`src/rtl/io_port_bank_if.sv`:
```
// Bus/handshake bundle between the CPU datapath, the devices and io_port_bank.
// The master side is the CPU and the devices. The slave side is the port bank.
interface io_port_bank_if #(
  parameter int WIDTH     = 32,
  parameter int NUM_PORTS = 4
);
  localparam int SEL_W = (NUM_PORTS > 1) ? $clog2(NUM_PORTS) : 1;

  // CPU OUT path
  logic [WIDTH-1:0]           bus_in;
  logic                       out_wr;
  logic [SEL_W-1:0]           out_sel;
  logic [NUM_PORTS-1:0]       out_full;
  logic [NUM_PORTS-1:0]       out_err;
  // Output channels towards the devices
  logic [NUM_PORTS*WIDTH-1:0] port_data;
  logic [NUM_PORTS-1:0]       port_valid;
  logic [NUM_PORTS-1:0]       port_ready;
  // Input channel from the device and CPU IN path
  logic [WIDTH-1:0]           in_data;
  logic                       in_valid;
  logic                       in_ready;
  logic                       in_rd;
  logic [WIDTH-1:0]           bus_out;
  logic                       in_avail;
  logic                       in_overrun;
  // Status maintenance
  logic                       status_clr;

  modport master (
    output bus_in, out_wr, out_sel, port_ready, in_data, in_valid, in_rd, status_clr,
    input  out_full, out_err, port_data, port_valid, in_ready, bus_out, in_avail, in_overrun
  );

  modport slave (
    input  bus_in, out_wr, out_sel, port_ready, in_data, in_valid, in_rd, status_clr,
    output out_full, out_err, port_data, port_valid, in_ready, bus_out, in_avail, in_overrun
  );
endinterface

```
`src/rtl/io_port_bank.sv`:
```
// Port bank for the CPU datapath. It has NUM_PORTS show-ahead output FIFOs that are
// loaded by OUT and drained over valid/ready. It also has one handshaked input holding
// register that is read by IN.
module io_port_bank #(
  parameter int WIDTH       = 32,
  parameter int NUM_PORTS   = 4,
  parameter int DEPTH       = 4,
  parameter int IN_BLOCKING = 1
) (
  input  logic           clock,
  input  logic           clear,
  io_port_bank_if.slave  bus
);
  localparam int SEL_W = (NUM_PORTS > 1) ? $clog2(NUM_PORTS) : 1;
  localparam int PTR_W = $clog2(DEPTH);
  localparam int CNT_W = PTR_W + 1;
  localparam bit BLOCK = (IN_BLOCKING != 0);

  logic [NUM_PORTS-1:0]       valid_s;
  logic [NUM_PORTS-1:0]       full_s;
  logic [NUM_PORTS-1:0]       err_s;
  logic [NUM_PORTS*WIDTH-1:0] data_s;

  for (genvar i = 0; i < NUM_PORTS; i++) begin : g_ch
    logic [WIDTH-1:0] mem_r [DEPTH];
    logic [PTR_W-1:0] rd_ptr_r;
    logic [PTR_W-1:0] wr_ptr_r;
    logic [CNT_W-1:0] cnt_r;
    logic             err_r;
    logic             hit_s;
    logic             full_ch_s;
    logic             pop_s;
    logic             push_s;
    logic             drop_s;

    // An out_sel value beyond the last channel matches no channel, so the write is ignored.
    assign hit_s     = bus.out_wr && (bus.out_sel == SEL_W'(i));
    assign full_ch_s = (cnt_r == CNT_W'(DEPTH));
    assign pop_s     = (cnt_r != {CNT_W{1'b0}}) && bus.port_ready[i];
    // A full channel still takes a word if its head leaves on the same edge.
    assign push_s    = hit_s && (!full_ch_s || pop_s);
    assign drop_s    = hit_s && full_ch_s && !pop_s;

    // Pointer, occupancy and sticky overflow bookkeeping for this channel
    always_ff @(posedge clock or negedge clear) begin
      if (!clear) begin
        rd_ptr_r <= {PTR_W{1'b0}};
        wr_ptr_r <= {PTR_W{1'b0}};
        cnt_r    <= {CNT_W{1'b0}};
        err_r    <= 1'b0;
      end else begin
        if (push_s) begin
          wr_ptr_r <= wr_ptr_r + PTR_W'(1);
        end
        if (pop_s) begin
          rd_ptr_r <= rd_ptr_r + PTR_W'(1);
        end
        if (push_s && !pop_s) begin
          cnt_r <= cnt_r + CNT_W'(1);
        end else if (pop_s && !push_s) begin
          cnt_r <= cnt_r - CNT_W'(1);
        end
        // A new drop takes priority over a clear in the same cycle.
        if (drop_s) begin
          err_r <= 1'b1;
        end else if (bus.status_clr) begin
          err_r <= 1'b0;
        end
      end
    end

    // Word storage. An entry is meaningful only while the count covers it.
    always_ff @(posedge clock) begin
      if (push_s) begin
        mem_r[wr_ptr_r] <= bus.bus_in;
      end
    end

    assign valid_s[i]                = (cnt_r != {CNT_W{1'b0}});
    assign full_s[i]                 = full_ch_s;
    assign err_s[i]                  = err_r;
    assign data_s[i*WIDTH +: WIDTH]  = valid_s[i] ? mem_r[rd_ptr_r] : {WIDTH{1'b0}};
  end

  assign bus.port_valid = valid_s;
  assign bus.out_full   = full_s;
  assign bus.out_err    = err_s;
  assign bus.port_data  = data_s;

  // Input holding register
  logic [WIDTH-1:0] hold_r;
  logic             avail_r;
  logic             overrun_r;
  logic             in_ready_s;
  logic             capture_s;
  logic             overrun_evt_s;

  assign in_ready_s    = BLOCK ? (!avail_r || bus.in_rd) : 1'b1;
  assign capture_s     = bus.in_valid && in_ready_s;
  assign overrun_evt_s = !BLOCK && capture_s && avail_r && !bus.in_rd;

  // Capture device words into the holding register and track unread/overrun state
  always_ff @(posedge clock or negedge clear) begin
    if (!clear) begin
      hold_r    <= {WIDTH{1'b0}};
      avail_r   <= 1'b0;
      overrun_r <= 1'b0;
    end else begin
      if (capture_s) begin
        hold_r  <= bus.in_data;
        avail_r <= 1'b1;
      end else if (bus.in_rd) begin
        avail_r <= 1'b0;
      end
      if (overrun_evt_s) begin
        overrun_r <= 1'b1;
      end else if (bus.status_clr) begin
        overrun_r <= 1'b0;
      end
    end
  end

  assign bus.in_ready   = in_ready_s;
  assign bus.bus_out    = hold_r;
  assign bus.in_avail   = avail_r;
  assign bus.in_overrun = overrun_r;
endmodule

```
`src/flat_wrapper.sv`:
```
// flat-port wrapper written by rule: the top's interface ports become plain ports
module io_port_bank_flat 
#(
  parameter int WIDTH       = 32,
  parameter int NUM_PORTS   = 4,
  parameter int DEPTH       = 4,
  parameter int IN_BLOCKING = 1
)
  (clock, clear, bus_bus_in, bus_out_wr, bus_out_sel, bus_port_ready, bus_in_data, bus_in_valid, bus_in_rd, bus_status_clr, bus_out_full, bus_out_err, bus_port_data, bus_port_valid, bus_in_ready, bus_bus_out, bus_in_avail, bus_in_overrun);
  io_port_bank_if #(.WIDTH(WIDTH), .NUM_PORTS(NUM_PORTS)) bus_i ();
  input  logic clock;
  input  logic clear;
  input wire logic [$bits(bus_i.bus_in)-1:0] bus_bus_in;
  input wire logic [$bits(bus_i.out_wr)-1:0] bus_out_wr;
  input wire logic [$bits(bus_i.out_sel)-1:0] bus_out_sel;
  input wire logic [$bits(bus_i.port_ready)-1:0] bus_port_ready;
  input wire logic [$bits(bus_i.in_data)-1:0] bus_in_data;
  input wire logic [$bits(bus_i.in_valid)-1:0] bus_in_valid;
  input wire logic [$bits(bus_i.in_rd)-1:0] bus_in_rd;
  input wire logic [$bits(bus_i.status_clr)-1:0] bus_status_clr;
  output wire logic [$bits(bus_i.out_full)-1:0] bus_out_full;
  output wire logic [$bits(bus_i.out_err)-1:0] bus_out_err;
  output wire logic [$bits(bus_i.port_data)-1:0] bus_port_data;
  output wire logic [$bits(bus_i.port_valid)-1:0] bus_port_valid;
  output wire logic [$bits(bus_i.in_ready)-1:0] bus_in_ready;
  output wire logic [$bits(bus_i.bus_out)-1:0] bus_bus_out;
  output wire logic [$bits(bus_i.in_avail)-1:0] bus_in_avail;
  output wire logic [$bits(bus_i.in_overrun)-1:0] bus_in_overrun;
  assign bus_i.bus_in = bus_bus_in;
  assign bus_i.out_wr = bus_out_wr;
  assign bus_i.out_sel = bus_out_sel;
  assign bus_i.port_ready = bus_port_ready;
  assign bus_i.in_data = bus_in_data;
  assign bus_i.in_valid = bus_in_valid;
  assign bus_i.in_rd = bus_in_rd;
  assign bus_i.status_clr = bus_status_clr;
  assign bus_out_full = bus_i.out_full;
  assign bus_out_err = bus_i.out_err;
  assign bus_port_data = bus_i.port_data;
  assign bus_port_valid = bus_i.port_valid;
  assign bus_in_ready = bus_i.in_ready;
  assign bus_bus_out = bus_i.bus_out;
  assign bus_in_avail = bus_i.in_avail;
  assign bus_in_overrun = bus_i.in_overrun;
  io_port_bank #(.WIDTH(WIDTH), .NUM_PORTS(NUM_PORTS), .DEPTH(DEPTH), .IN_BLOCKING(IN_BLOCKING)) u_core (.clock(clock), .clear(clear), .bus(bus_i));
endmodule
```
`config.mk`:
```
export PLATFORM = sky130hd
export DESIGN_NAME = io_port_bank_flat
export DESIGN_NICKNAME = d
export VERILOG_FILES = /design/src/rtl/io_port_bank_if.sv /design/src/rtl/io_port_bank.sv /design/src/flat_wrapper.sv
export SDC_FILE = /design/constraint.sdc
export NUM_CORES = 1
export LEC_CHECK = 0
export CAP_MARGIN = 20
export CORE_ASPECT_RATIO = 0.7
export CORE_MARGIN = 4
export CORE_UTILIZATION = 45
export CTS_CLUSTER_SIZE = 28
export DETAILED_ROUTE_END_ITERATION = 12
export GPL_ROUTABILITY_DRIVEN = 1
export MAX_ROUTING_LAYER = met4
export PLACE_DENSITY = 0.66
export SLEW_MARGIN = 20
export SYNTH_ARGS = -nofsm -noshare
export SYNTH_HDL_FRONTEND = slang
export SYNTH_SLANG_ARGS = --single-unit
```
`constraint.sdc`:
```
create_clock -name clock -period 4.2 [get_ports clock]
set_input_delay 0.42 -clock clock [delete_from_list [all_inputs] [get_ports clock]]
set_output_delay 0.42 -clock clock [all_outputs]
set_load 0.02 [all_outputs]
```
==> out/qor.csv <==
metric,value,unit
status,"complete, no violations",
hold_slack,431,ps
switchingPower,6.03,mW
crit_path_max_incr_delay,870,ps
grt_pass1_vias,11381,
stdcell_count,2019,
drt-initial-drc-count,958,
slowest_stage,dfrtp_2,
seq_area_frac_synth,0.759,
muxShareOfSynthArea,0.149,
yosys_warnings,0,
yosys.area_share.adder,0.0147,
post-route-drc-count,0,
cp_top_family,buffers and inverters,
leakage,8.98,nW
cts_root_buf,clkbuf_16,
grt_max_degree,42,
fillers,3726,
switching_share,0.321,
p_per_area,690,nW/µm²
synthArstFlopShare,0.113,
die_h,195,µm
dp.cells,1923,
max_cap_violations,0,
worst_pin_slew,1050,ps
cts.clk_slew.worst_paths,60,ps
slew_headroom,0.303,
synth_ff_type,edfxtp_1,
num_rows,68,
synth_nets,1155,
num_vias,10918,
die_w,275,µm
cts_max_path_buffers,3,
worstPathArrival,3140,ps
setup_violations,0,
dp_hpwl,32.0,mm
synth_xor_area_frac,0.00938,
drtAntennaViolNets,0,
power.total,18.8,mW
dieArea,53500,µm²
crit_chain,buf_4 -> mux4_2 -> and2_1 -> clkdlybuf4s50_1,
cp.required,3780,ps
start_util,0.455,
grt_antenna_before_repair,1,
synth_area,22400,µm²
clk-insertion-delay-late,600,ps
area_delta_synth_final,21.7,%
place_area,25600,µm²
final_common_cell,edfxtp_1,
final_cell_mix,"edfxtp_1 (512), clkdlybuf4s50_1 (248), mux4_2 (128), and2_1 (128), dfrtp_1 (57)",
seq_power_share,0.395,
finalHoldViolations,0,
post-route-period-util,0.847,
skew,16.4,ps
num-nets-final,1415,
core,49300,µm²
fin_ws,643,ps
cp-end-kind,output port,
routed_wl,51.9,mm
gr-total-overflow,0,
startpoint_type,flop,
critical_path_buf_inv_count,2,
drt-pass1-iter-count,5,
post-place-ws,1080,ps
postCtsSetupBuffers,0,
diodes,0,
port_buffers,249,
numCtsBuffers,53,
comb_power_share,0.357,
syn-instance-count,1055,
final_max_slew_viol_count,0,
gp_congestion,0.759,
period_minus_slack,3560,ps
vias_per_cell,5.41,
drive_above_1_share,0.210,
ios,251,
post-route-cell-area,27300,µm²
htree_levels,2,
tns,0,ps
rsz0062_at_grt,false,
cp_max_fo,21,
synth-compound-area-share,0.00162,
grt.total_usage,0.201,
synth_edf_count,512,
hold_path.class,primary input to flop,
wl_per_cell,25.7,µm
synth_cell_types,36,
synth_top_family_by_area,multiplexers,
ys_ff_latch,577,
avgSynthCellArea,21.2,µm²
tritoncts,yes,
vdd_ir_drop_max,0.000400,V
synth-simple-area-share,0.0501,
p_clk_frac,0.248,
grt_first_pass_wirelength,76.8,mm
final_util,0.553,
fmax,281,MHz
clock_sinks,577,
p_int,12.8,mW
crit_type,flop to output port,
-- layer usage --
metal / vias to the layer above / part of all wire / track usage
met5: - / 0 / -
met4: 0 / 0.015 / 0.0402
met3: 55 / 0.071 / 0.0395
met2: 399 / 0.45 / 0.282
met1: 5810 / 0.46 / 0.310
li1: 4654 / - / -
-- flip-flops by register name, indices dropped and copies added, names as in the netlist --
signal                flops
u_core.bus.bus_out       32
u_core.g_ch.wr_ptr_r      8
u_core.g_ch.mem_r       512
u_core.g_ch.rd_ptr_r      8
u_core.g_ch.cnt_r        12
u_core.bus.in_avail       1
u_core.g_ch.err_r         4
-- path summary, 6_finish.rpt --
check,from,endpoint,slack (ps),depth (start not counted)
max in group asynchronous,clear,u_core.g_ch[3].rd_ptr_r[1]$_DFFE_PN0N_,2700,3
min in group asynchronous,clear,u_core.bus.bus_out[22]$_DFFE_PN0P_,520,2
max reg2reg,u_core.g_ch[2].cnt_r[1]$_DFFE_PN0P_,u_core.g_ch[2].cnt_r[2]$_DFFE_PN0P_,1500,8
min reg2reg,u_core.g_ch[1].cnt_r[2]$_DFFE_PN0P_,u_core.g_ch[1].cnt_r[2]$_DFFE_PN0P_,500,1
max,u_core.g_ch[3].rd_ptr_r[0]$_DFFE_PN0N_,bus_port_data[122],640,4
min,bus_in_valid,u_core.bus.in_avail$_DFFE_PN0P_,430,2
-- power groups by stage --
stage               sequential [mW]  clock [mW]  combinational (mW)
global placement               7.57           0                6.68
detailed placement             7.60           0                6.72
CTS                            7.49        4.75                6.77
floorplan                      7.06           0                4.12
global route                   7.51        5.02                7.13
finish                         7.42        4.67                6.71
-- logic make-up after synthesis --
logic type               Yosys count
flip-flops                       577
AO/OA/AOI/OAI                      5
buffers and inverters             77
multiplexers                     168
XOR/XNOR                          24
AND/OR/NAND/NOR                  179
other                              1
adder cells (fa/ha/maj)           24
-- cells in the mapped netlist, types with 2 or more instances --
cell	instances	area, µm²
buf_4	11	82.6
edfxtp_1	512	15400
xor2_1	8	70.1
inv_1	16	60.1
buf_2	19	95.1
nand3b_1	2	15.0
nand2_1	6	22.5
clkbuf_1	30	113
nor2_1	5	18.8
nor4b_1	2	17.5
mux4_2	128	2880
and2_1	140	876
and2_2	4	30.0
nand2b_1	2	12.5
xnor2_1	16	140
or3_1	3	18.8
nand3_1	4	20.0
o21ai_0	2	10.0
ha_1	20	250
dfrtp_1	65	1630
fa_1	4	80.1
mux2_2	39	439
nor3b_1	4	30.0
-- cell type report --
cell class,count,area [µm²],share of cell area
tap,665,832,0.0305
clock buffer,68,1400,0.0515
timing repair buffer,266,2640,0.0970
clock inverter,26,249,0.00914
multi-input combinational,401,5060,0.186
inverter,16,60.1,0.00220
sequential,577,17000,0.624
-- worst register-to-register path, stage by stage (launching register included) --
cell     delay (ps)
dfrtp_1         430
or3_2           860
nand2_1         260
ha_1            200
inv_1            60
fa_1            370
xor2_1          170
nor2_1          120
xor2_1          160
-- timing repair --
item,4_1_cts,5_1_grt
hold buffers,1,0
hold endpoints to repair,40,0
resized for setup,0,0
Note: power is estimated with default switching activity, not from simulation.
